## config.mk

```make
export PLATFORM = sky130hd
export DESIGN_NAME = mem_access
export DESIGN_NICKNAME = d
export VERILOG_FILES = /design/src/rtl/mem_access.sv
export SDC_FILE = /design/constraint.sdc
export NUM_CORES = 1
export LEC_CHECK = 0
export BUFFER_PORTS_ARGS = -buffer_cell sky130_fd_sc_hd__buf_4
export CAP_MARGIN = 25
export CORE_MARGIN = 5
export CORE_UTILIZATION = 49
export DETAILED_ROUTE_END_ITERATION = 7
export PLACE_DENSITY = 0.8
export SETUP_SLACK_MARGIN = 0.05
export SLEW_MARGIN = 10
export SYNTH_ARGS = -nofsm -noshare
export SYNTH_HDL_FRONTEND = slang
export SYNTH_SLANG_ARGS = --single-unit
export TNS_END_PERCENT = 10
```

## constraint.sdc

```tcl
create_clock -name clk -period 2.3 [get_ports clk]
set_input_delay 0.46 -clock clk [delete_from_list [all_inputs] [get_ports clk]]
set_output_delay 0.46 -clock clk [all_outputs]
set_load 0.02 [all_outputs]
```

## src/rtl/mem_access.sv

```systemverilog
// mem_access: MEM stage plus MEM/WB pipeline register of the rv32i pipeline.
// Loads/stores use a variable-latency req/ack data bus. Byte enables and store
// lane replication are generated here, and loads are aligned and extended.
// The upstream stage is stalled while a bus transaction is outstanding.
// Optional feature macro: MEM_MISALIGN_CHK_EN. When it is defined, misaligned
// halfword/word accesses retire without a bus request, and wb_misalign is set.
module mem_access #(
    parameter int unsigned DATA_WIDTH  = 32,
    parameter int unsigned RADDR_WIDTH = 5
) (
    input  logic                   clk,
    input  logic                   rst,
    input  logic                   in_valid,
    output logic                   in_ready,
    input  logic                   in_mem_read,
    input  logic                   in_mem_write,
    input  logic [2:0]             in_funct3,
    input  logic [DATA_WIDTH-1:0]  in_alu_result,
    input  logic [DATA_WIDTH-1:0]  in_store_data,
    input  logic [RADDR_WIDTH-1:0] in_rd,
    input  logic                   in_reg_web,
    input  logic                   in_mem_to_reg,
    input  logic                   flush,
    output logic                   dmem_req,
    output logic                   dmem_we,
    output logic [DATA_WIDTH-1:0]  dmem_addr,
    output logic [3:0]             dmem_be,
    output logic [DATA_WIDTH-1:0]  dmem_wdata,
    input  logic                   dmem_ack,
    input  logic [DATA_WIDTH-1:0]  dmem_rdata,
    output logic                   wb_valid,
    output logic                   wb_mem_to_reg,
    output logic [RADDR_WIDTH-1:0] wb_rd,
    output logic [DATA_WIDTH-1:0]  wb_alu_result,
    output logic                   wb_reg_web,
    output logic [DATA_WIDTH-1:0]  wb_mem_rdata
`ifdef MEM_MISALIGN_CHK_EN
    ,
    output logic                   wb_misalign
`endif
);

    localparam int unsigned BE_W = 4;

    typedef enum logic {
        S_IDLE = 1'b0,
        S_REQ  = 1'b1
    } state_e;

    state_e                 state_q,       state_d;
    logic                   req_q,         req_d;
    logic                   we_q,          we_d;
    logic [DATA_WIDTH-1:0]  addr_q,        addr_d;
    logic [BE_W-1:0]        be_q,          be_d;
    logic [DATA_WIDTH-1:0]  wdata_q,       wdata_d;
    logic [2:0]             f3_q,          f3_d;
    logic [DATA_WIDTH-1:0]  op_alu_q,      op_alu_d;
    logic [RADDR_WIDTH-1:0] op_rd_q,       op_rd_d;
    logic                   op_web_q,      op_web_d;
    logic                   op_m2r_q,      op_m2r_d;
    logic                   kill_q,        kill_d;
    logic                   wb_valid_q,    wb_valid_d;
    logic                   wb_m2r_q,      wb_m2r_d;
    logic [RADDR_WIDTH-1:0] wb_rd_q,       wb_rd_d;
    logic [DATA_WIDTH-1:0]  wb_alu_q,      wb_alu_d;
    logic                   wb_web_q,      wb_web_d;
    logic [DATA_WIDTH-1:0]  wb_rdata_q,    wb_rdata_d;
`ifdef MEM_MISALIGN_CHK_EN
    logic                   wb_mis_q,      wb_mis_d;
`endif

    logic                   mem_op;
    logic                   misalign;
    logic [1:0]             in_lane;
    logic [BE_W-1:0]        st_be;
    logic [DATA_WIDTH-1:0]  st_wdata;
    logic [7:0]             ld_byte;
    logic [15:0]            ld_half;
    logic                   ld_sign;
    logic [DATA_WIDTH-1:0]  ld_data;

    assign in_lane  = in_alu_result[1:0];
    assign mem_op   = in_mem_read | in_mem_write;
    assign in_ready = (state_q == S_IDLE);

    // Misaligned access detection (constant 0 without the check feature)
`ifdef MEM_MISALIGN_CHK_EN
    logic is_half;
    always_comb begin
        is_half  = in_mem_write ? (in_funct3 == 3'b001) : (in_funct3[1:0] == 2'b01);
        misalign = mem_op && ((is_half && in_lane[0]) ||
                              ((in_funct3 == 3'b010) && (in_lane != 2'b00)));
    end
`else
    assign misalign = 1'b0;
`endif

    // Store byte enables and lane-replicated write data; loads use all lanes
    always_comb begin
        st_be    = 4'b1111;
        st_wdata = '0;
        if (in_mem_write) begin
            case (in_funct3)
                3'b000: begin
                    st_be    = 4'b0001 << in_lane;
                    st_wdata = {4{in_store_data[7:0]}};
                end
                3'b001: begin
                    st_be    = in_lane[1] ? 4'b1100 : 4'b0011;
                    st_wdata = {2{in_store_data[15:0]}};
                end
                default: begin
                    st_be    = 4'b1111;
                    st_wdata = in_store_data;
                end
            endcase
        end
    end

    // Load lane selection and sign/zero extension of the returned word
    always_comb begin
        case (op_alu_q[1:0])
            2'd0:    ld_byte = dmem_rdata[7:0];
            2'd1:    ld_byte = dmem_rdata[15:8];
            2'd2:    ld_byte = dmem_rdata[23:16];
            default: ld_byte = dmem_rdata[31:24];
        endcase
        ld_half = op_alu_q[1] ? dmem_rdata[31:16] : dmem_rdata[15:0];
        ld_sign = 1'b0;
        case (f3_q[1:0])
            2'b00: begin
                ld_sign = ~f3_q[2] & ld_byte[7];
                ld_data = {{(DATA_WIDTH-8){ld_sign}}, ld_byte};
            end
            2'b01: begin
                ld_sign = ~f3_q[2] & ld_half[15];
                ld_data = {{(DATA_WIDTH-16){ld_sign}}, ld_half};
            end
            default: ld_data = dmem_rdata;
        endcase
    end

    // Next-state, bus request and writeback register computation
    always_comb begin
        state_d    = state_q;
        req_d      = req_q;
        we_d       = we_q;
        addr_d     = addr_q;
        be_d       = be_q;
        wdata_d    = wdata_q;
        f3_d       = f3_q;
        op_alu_d   = op_alu_q;
        op_rd_d    = op_rd_q;
        op_web_d   = op_web_q;
        op_m2r_d   = op_m2r_q;
        kill_d     = kill_q;
        wb_valid_d = 1'b0;
        wb_web_d   = 1'b0;
        wb_rd_d    = '0;
        wb_m2r_d   = wb_m2r_q;
        wb_alu_d   = wb_alu_q;
        wb_rdata_d = wb_rdata_q;
`ifdef MEM_MISALIGN_CHK_EN
        wb_mis_d   = wb_mis_q;
`endif
        case (state_q)
            S_IDLE: begin
                if (in_valid && !flush) begin
                    if (mem_op && !misalign) begin
                        state_d  = S_REQ;
                        req_d    = 1'b1;
                        we_d     = in_mem_write;
                        addr_d   = {in_alu_result[DATA_WIDTH-1:2], 2'b00};
                        be_d     = st_be;
                        wdata_d  = st_wdata;
                        f3_d     = in_funct3;
                        op_alu_d = in_alu_result;
                        op_rd_d  = in_rd;
                        op_web_d = in_reg_web;
                        op_m2r_d = in_mem_to_reg;
                        kill_d   = 1'b0;
                    end else begin
                        wb_valid_d = 1'b1;
                        wb_m2r_d   = in_mem_to_reg;
                        wb_rd_d    = in_rd;
                        wb_alu_d   = in_alu_result;
                        wb_web_d   = in_reg_web & ~misalign;
                        wb_rdata_d = '0;
`ifdef MEM_MISALIGN_CHK_EN
                        wb_mis_d   = misalign;
`endif
                    end
                end
            end
            S_REQ: begin
                if (flush) begin
                    kill_d = 1'b1;
                end
                if (dmem_ack) begin
                    state_d = S_IDLE;
                    req_d   = 1'b0;
                    // A flushed transaction completes on the bus but never retires
                    if (!(kill_q || flush)) begin
                        wb_valid_d = 1'b1;
                        wb_m2r_d   = op_m2r_q;
                        wb_rd_d    = op_rd_q;
                        wb_alu_d   = op_alu_q;
                        wb_web_d   = op_web_q;
                        wb_rdata_d = we_q ? '0 : ld_data;
`ifdef MEM_MISALIGN_CHK_EN
                        wb_mis_d   = 1'b0;
`endif
                    end
                end
            end
            default: state_d = S_IDLE;
        endcase
    end

    // State and output registers with synchronous reset
    always_ff @(posedge clk) begin
        if (rst) begin
            state_q    <= S_IDLE;
            req_q      <= 1'b0;
            we_q       <= 1'b0;
            addr_q     <= '0;
            be_q       <= '0;
            wdata_q    <= '0;
            f3_q       <= '0;
            op_alu_q   <= '0;
            op_rd_q    <= '0;
            op_web_q   <= 1'b0;
            op_m2r_q   <= 1'b0;
            kill_q     <= 1'b0;
            wb_valid_q <= 1'b0;
            wb_m2r_q   <= 1'b0;
            wb_rd_q    <= '0;
            wb_alu_q   <= '0;
            wb_web_q   <= 1'b0;
            wb_rdata_q <= '0;
`ifdef MEM_MISALIGN_CHK_EN
            wb_mis_q   <= 1'b0;
`endif
        end else begin
            state_q    <= state_d;
            req_q      <= req_d;
            we_q       <= we_d;
            addr_q     <= addr_d;
            be_q       <= be_d;
            wdata_q    <= wdata_d;
            f3_q       <= f3_d;
            op_alu_q   <= op_alu_d;
            op_rd_q    <= op_rd_d;
            op_web_q   <= op_web_d;
            op_m2r_q   <= op_m2r_d;
            kill_q     <= kill_d;
            wb_valid_q <= wb_valid_d;
            wb_m2r_q   <= wb_m2r_d;
            wb_rd_q    <= wb_rd_d;
            wb_alu_q   <= wb_alu_d;
            wb_web_q   <= wb_web_d;
            wb_rdata_q <= wb_rdata_d;
`ifdef MEM_MISALIGN_CHK_EN
            wb_mis_q   <= wb_mis_d;
`endif
        end
    end

    assign dmem_req      = req_q;
    assign dmem_we       = we_q;
    assign dmem_addr     = addr_q;
    assign dmem_be       = be_q;
    assign dmem_wdata    = wdata_q;
    assign wb_valid      = wb_valid_q;
    assign wb_mem_to_reg = wb_m2r_q;
    assign wb_rd         = wb_rd_q;
    assign wb_alu_result = wb_alu_q;
    assign wb_reg_web    = wb_web_q;
    assign wb_mem_rdata  = wb_rdata_q;
`ifdef MEM_MISALIGN_CHK_EN
    assign wb_misalign   = wb_mis_q;
`endif

endmodule

```

# Word-level counts from Yosys, hierarchy flattened
# Index checks and enable logic that the tools add are counted.
[word_totals]
wordCells = 95
register_bits = 184
inputBits = 113
out_inout_bits = 143
[op_classes]
shift = 1
n_eq_ne = 10
reduce_logical = 10
n_bitwise = 5
n_mux = 51
[ops]
columns = ["cell", "count"]
rows = [
  ["two-way mux 32 bit", 10],
  ["case mux 32 bit (2 select lines)", 4],
  ["case mux 8 bit (3 select lines)", 1],
  ["two-way mux 1 bit", 21],
  ["two-way mux 5 bit", 4],
  ["two-way mux 16 bit", 1],
  ["case mux 1 bit (2 select lines)", 6],
  ["case mux 5 bit (2 select lines)", 1],
  ["AND reduction 3 bit", 3],
  ["two-way mux 4 bit", 2],
  ["inequality test 2 bit, second input constant", 4],
  ["case mux 4 bit (2 select lines)", 1],
  ["equality test 2 x 1 -> 1 bit, second input constant", 2],
  ["logical NOT 2 bit", 2],
  ["inequality test 2 x 1 -> 1 bit, second input constant", 2],
  ["AND reduction 4 bit", 1],
  ["<< shifter 1 x 2 -> 4 bit, first input constant", 1],
  ["equality test 3 x 1 -> 1 bit, second input constant", 1],
  ["logical NOT 3 bit", 1],
  ["bitwise AND 1 bit", 2],
  ["equality test 2 bit, second input constant", 1],
  ["inverter 1 bit", 2],
  ["logical AND 1 bit", 1],
  ["logical NOT 1 bit", 1],
  ["2 further kinds", 2],
]

# Logic depth before layout (Yosys ltp)
[logic_depth]
ltp_word = 8
mapped_depth = 7

# Worst setup path before layout
# Ideal clock, no wire load.
[synth_path]
path_type = "in2reg"
startpoint = "input port in_mem_write"
endpoint = "register wb_rdata_q[10] (netlist: wb_mem_rdata[10])"
stages = 6
required_ns = 2.178
slack_ns = 0.445
t_arrival_ns = 1.733
cell_sequence = "or2_1 clkbuf_1 a221oi_4 nor2_1 buf_2 a221o_1"
[synth_via]
elab_chain_len = 3
[synth_lines]
columns = ["element", "line_no", "source"]
rows = [
  ["start: declaration", "16", "input logic in_mem_write,"],
  ["OR 1 bit", "83", "assign mem_op = in_mem_read | in_mem_write;"],
  ["inequality test 2 bit (no source line)", "--", ""],
  ["AND reduction 4 bit (no source line)", "--", ""],
  ["end signal: assignment", "262", "wb_rdata_q <= wb_rdata_d;"],
  ["end: declaration", "67", "logic [DATA_WIDTH-1:0] wb_rdata_q, wb_rdata_d;"],
]
# Every way passes these cells.
# A chain may end at the register's enable or synchronous reset.

# Worst setup path after layout
[layout_path]
startpoint = "register state_q"
endpoint = "register wb_rdata_q[8] (netlist: wb_mem_rdata[8])"
[layout_via]
elab_chain_len = 3
elab_cells_between_ends = 7
classes_between = "eq/ne: 4; mux: 1; bitwise: 1; reduce/logical: 1"
[layout_lines]
columns = ["element", "line_no", "source"]
rows = [
  ["start: declaration", "50", "state_e state_q, state_d;"],
  ["start signal: assignment", "245", "state_q <= state_d;"],
  ["inverter 1 bit (no source line)", "--", ""],
  ["inequality test 2 bit (no source line) or inequality test 2 x 1 -> 1 bit (tied branches)", "--", ""],
  ["AND reduction 4 bit (no source line)", "--", ""],
]
# Parallel ways exist; a longest one is shown, timed or not.

==> metrics.md <==
| Metric | Value |
|---|---|
| Row count | `42` |
| Initial antenna violation count | `0` |
| Final setup fails | `0` |
| Global-route wire length before repair | `about 29 mm` |
| CORE AREA | `0.0132 mm2` |
| Clock Sinks | `154` |
| Die extent in y | `~130 um` |
| Die area | `between 0.015 and 0.02 mm2` |
| Vias/cell | `5.23` |
| Sequential share of the synthesized area | `46.6%` |
| Final #Nets | `around 1100` |
| Final setup TNS | `0 ns` |
| Worst r2r path cells | `6` |
| Largest net degree at the start of global routing | `70` |
| Reg2reg start | `state_q` |
| Max_slew headroom | `a little under two fifths` |
| Synthesized area per cell | `8.97 um2` |
| CTS Buf Count | `17` |
| Delay-heaviest family, CP | `buffers and inverters` |
| Part of the cycle the worst path needs | `around 87%` |
| Hold Startpoint | `dmem_ack` |
| Kind of critical path | `reg -> reg` |
| Antenna Nets Post-Route | `0` |
| #FFs+latches synth | `~150` |
| HPWL Detailed | `about 13 mm` |
| Reg2reg setup slack | `0.31 ns` |
| Clk slew on worst S/H paths | `roughly 0.060 ns` |
| Max_cap viols | `0` |
| CTS tree | `done` |
| Synth Instances | `737` |
| Initial DRC count | `around 400` |
| GPL Wtd Cong | `0.788` |
| # DRC | `0` |
| CP Launch Type | `flop` |
| Hold path depth | `2` |
| Worst IR Drop VDD | `roughly 0.46 mV` |
| Fin. max-slew vios | `0` |
| Final WL | `approximately 19 mm` |
| RSZ-0062 raised after global routing | `no` |
| Total GRT Usage | `between 20% and 30%` |
| Slowest CP cell | `dfxtp_2` |
| Synth Warn # | `0` |
| Tmin final | `approximately 2 ns` |
| Clk_lat worst skew | `between 0.4 and 0.5 ns` |
| Die width | `approximately 130 um` |
| # diodes | `0` |
| CP cell instances | `buf_4, nor4bb_1, buf_4, nand2_2, a211oi_1, a221o_1` |
| Status | `completed` |
| Layout cells sized above 1 | `about 35%` |
| Vias in the first global route | `~5600` |
| Hold_ws | `0.256 ns` |
| Most frequent cells in the layout | `buf_4 (275), dfxtp_1 (153), nand2_1 (103)` |
| Cell area after synthesis | `about 0.0066 mm2` |
| LEAKAGE | `just under 4 nW` |
| First-pass detailed-route iteration total | `5` |
| Commonest non-fill, non-tap cell in the layout | `buf_4` |
| CTS max path bufs | `2` |
| CP bufs+invs | `2` |
| Critical path's most frequent cell | `buf_4` |
| Crit path largest cell delay | `around 0.35 ns` |
| H-tree levels | `4` |
| Clk_skew | `~0.0091 ns` |
| Hold Crit Class | `in -> reg` |
| Vias | `approximately 5900` |
| Distinct cells, synth | `37` |
| GRT Residual Overflow | `0` |
| RR Endpoint | `wb_mem_rdata[8]` |
| Pwr Density | `roughly 700 mW/mm2` |
| Area delta synth->final | `37.2%` |
| Routed WL per cell | `roughly 16 um` |
| PortBufs | `roughly 250` |
| Starting Density | `about half` |
| Critical path required time | `2.66 ns` |
| Crit end category | `flop` |
| Endpoints failing hold | `0` |
| Worst Hold Path EP | `dmem_req` |
| CP arrival | `roughly 2.4 ns` |
| CP Max Fanout | `20` |
| Max Clock Freq | `~500 MHz` |
| CTS Hold Bufs | `0` |
| Io pins | `256` |
| Slew @ Worst Pin | `about 0.93 ns` |
| Root Driver | `clkbuf_16` |
==> final cells by class <==
cell class	count	area [um2]
Sequential cell	154	3080
Timing Repair Buffer	278	2120
Clock buffer	21	460
Tap cell	176	220
Fill cell	1112	4170
Inverter	11	41.3
Multi-Input combinational cell	485	3040
Clock inverter	11	97.6
==> per-stage QoR <==
stage	std cells	util, %	power, mW	setup WS (ns)	area [um2]
after detailed placement	1103	64.2	3.80	0.192	8500
after CTS	1135	68.4	6.40	0.129	9060
after global routing	1136	68.5	6.60	0.138	9070
after global placement	1103	64.2	3.79	0.245	8500
final	1136	68.5	6.36	0.309	9070
after floorplan	738	-	3.40	0.445	6620
==> cells in the mapped netlist <==
cell / number / area, um2
or3_1: 2 / 12.5
clkbuf_1: 42 / 158
nand3_1: 1 / 5.00
nand2_1: 104 / 390
a211oi_1: 41 / 308
dfxtp_1: 154 / 3080
nor3_1: 6 / 30.0
a41o_1: 1 / 10.0
a222oi_1: 1 / 10.0
a22o_1: 27 / 236
mux2_2: 7 / 78.8
mux2i_1: 57 / 571
conb_1: 1 / 3.75
or2_1: 1 / 6.26
o22ai_1: 4 / 25.0
or2_2: 16 / 100
nand2b_1: 10 / 62.6
o32ai_1: 1 / 8.76
and2_1: 2 / 12.5
a221oi_1: 2 / 17.5
buf_1: 4 / 15.0
nor4bb_1: 1 / 10.0
a22oi_1: 6 / 45.0
nor2_1: 52 / 195
a221o_1: 7 / 70.1
o21ai_0: 14 / 70.1
nor3b_2: 1 / 12.5
buf_4: 32 / 240
o21ai_2: 1 / 8.76
nor3b_1: 1 / 7.51
nor2b_1: 10 / 62.6
nand3b_1: 3 / 22.5
inv_1: 11 / 41.3
o2bb2ai_1: 24 / 210
a221oi_4: 1 / 26.3
buf_2: 10 / 50.1
a21oi_1: 79 / 395
==> worst max path at each step <==
stage / slack (ns) / to / from / cells after the start
detailed placement: 0.19 / wb_mem_rdata[15] / in_mem_write / 6
CTS: 0.13 / wb_mem_rdata[8] / state_q / 6
global placement: 0.25 / wb_mem_rdata[15] / in_mem_write / 6
finish: 0.31 / wb_mem_rdata[8] / state_q / 6
floorplan: 0.44 / wb_mem_rdata[10] / in_mem_write / 6
global route: 0.14 / wb_mem_rdata[8] / state_q / 6
==> where the power goes <==
part | switching (mW) | total, mW | internal (mW)
registers | 0.0625 | 2.83 | 2.77
clock network | 1.08 | 2.62 | 1.54
logic | 0.493 | 0.916 | 0.423
total | 1.63 | 6.36 | 4.73
==> cell families after synthesis <==
family / after synthesis / synth area share [%]
flip-flops: 154 / 46.6
AND/OR/NAND/NOR: 210 / 14.1
AO/OA/AOI/OAI: 209 / 21.8
buffers and inverters: 99 / 7.63
multiplexers: 64 / 9.82
other: 1 / 0.0567
==> timing repair <==
| item | 4_1_cts | 5_1_grt |
|---|---|---|
| gates resized for setup | 0 | 1 |
| endpoints found under the hold margin | 0 | 0 |
| setup buffers | 0 | 0 |
| endpoints found under the setup margin | 0 | 7 |
==> routing by layer <==
| metal | vias to the layer above | wire length, um | track usage, % |
|---|---|---|---|
| li1 | 2986 | - | - |
| met2 | 174 | 9190 | 37.7 |
| met3 | 31 | 1260 | 6.56 |
| met4 | 0 | 510 | 9.34 |
| met5 | - | 0 | 0 |
| met1 | 2754 | 7710 | 26.7 |
No activity file was read; power rests on OpenSTA's default activity.
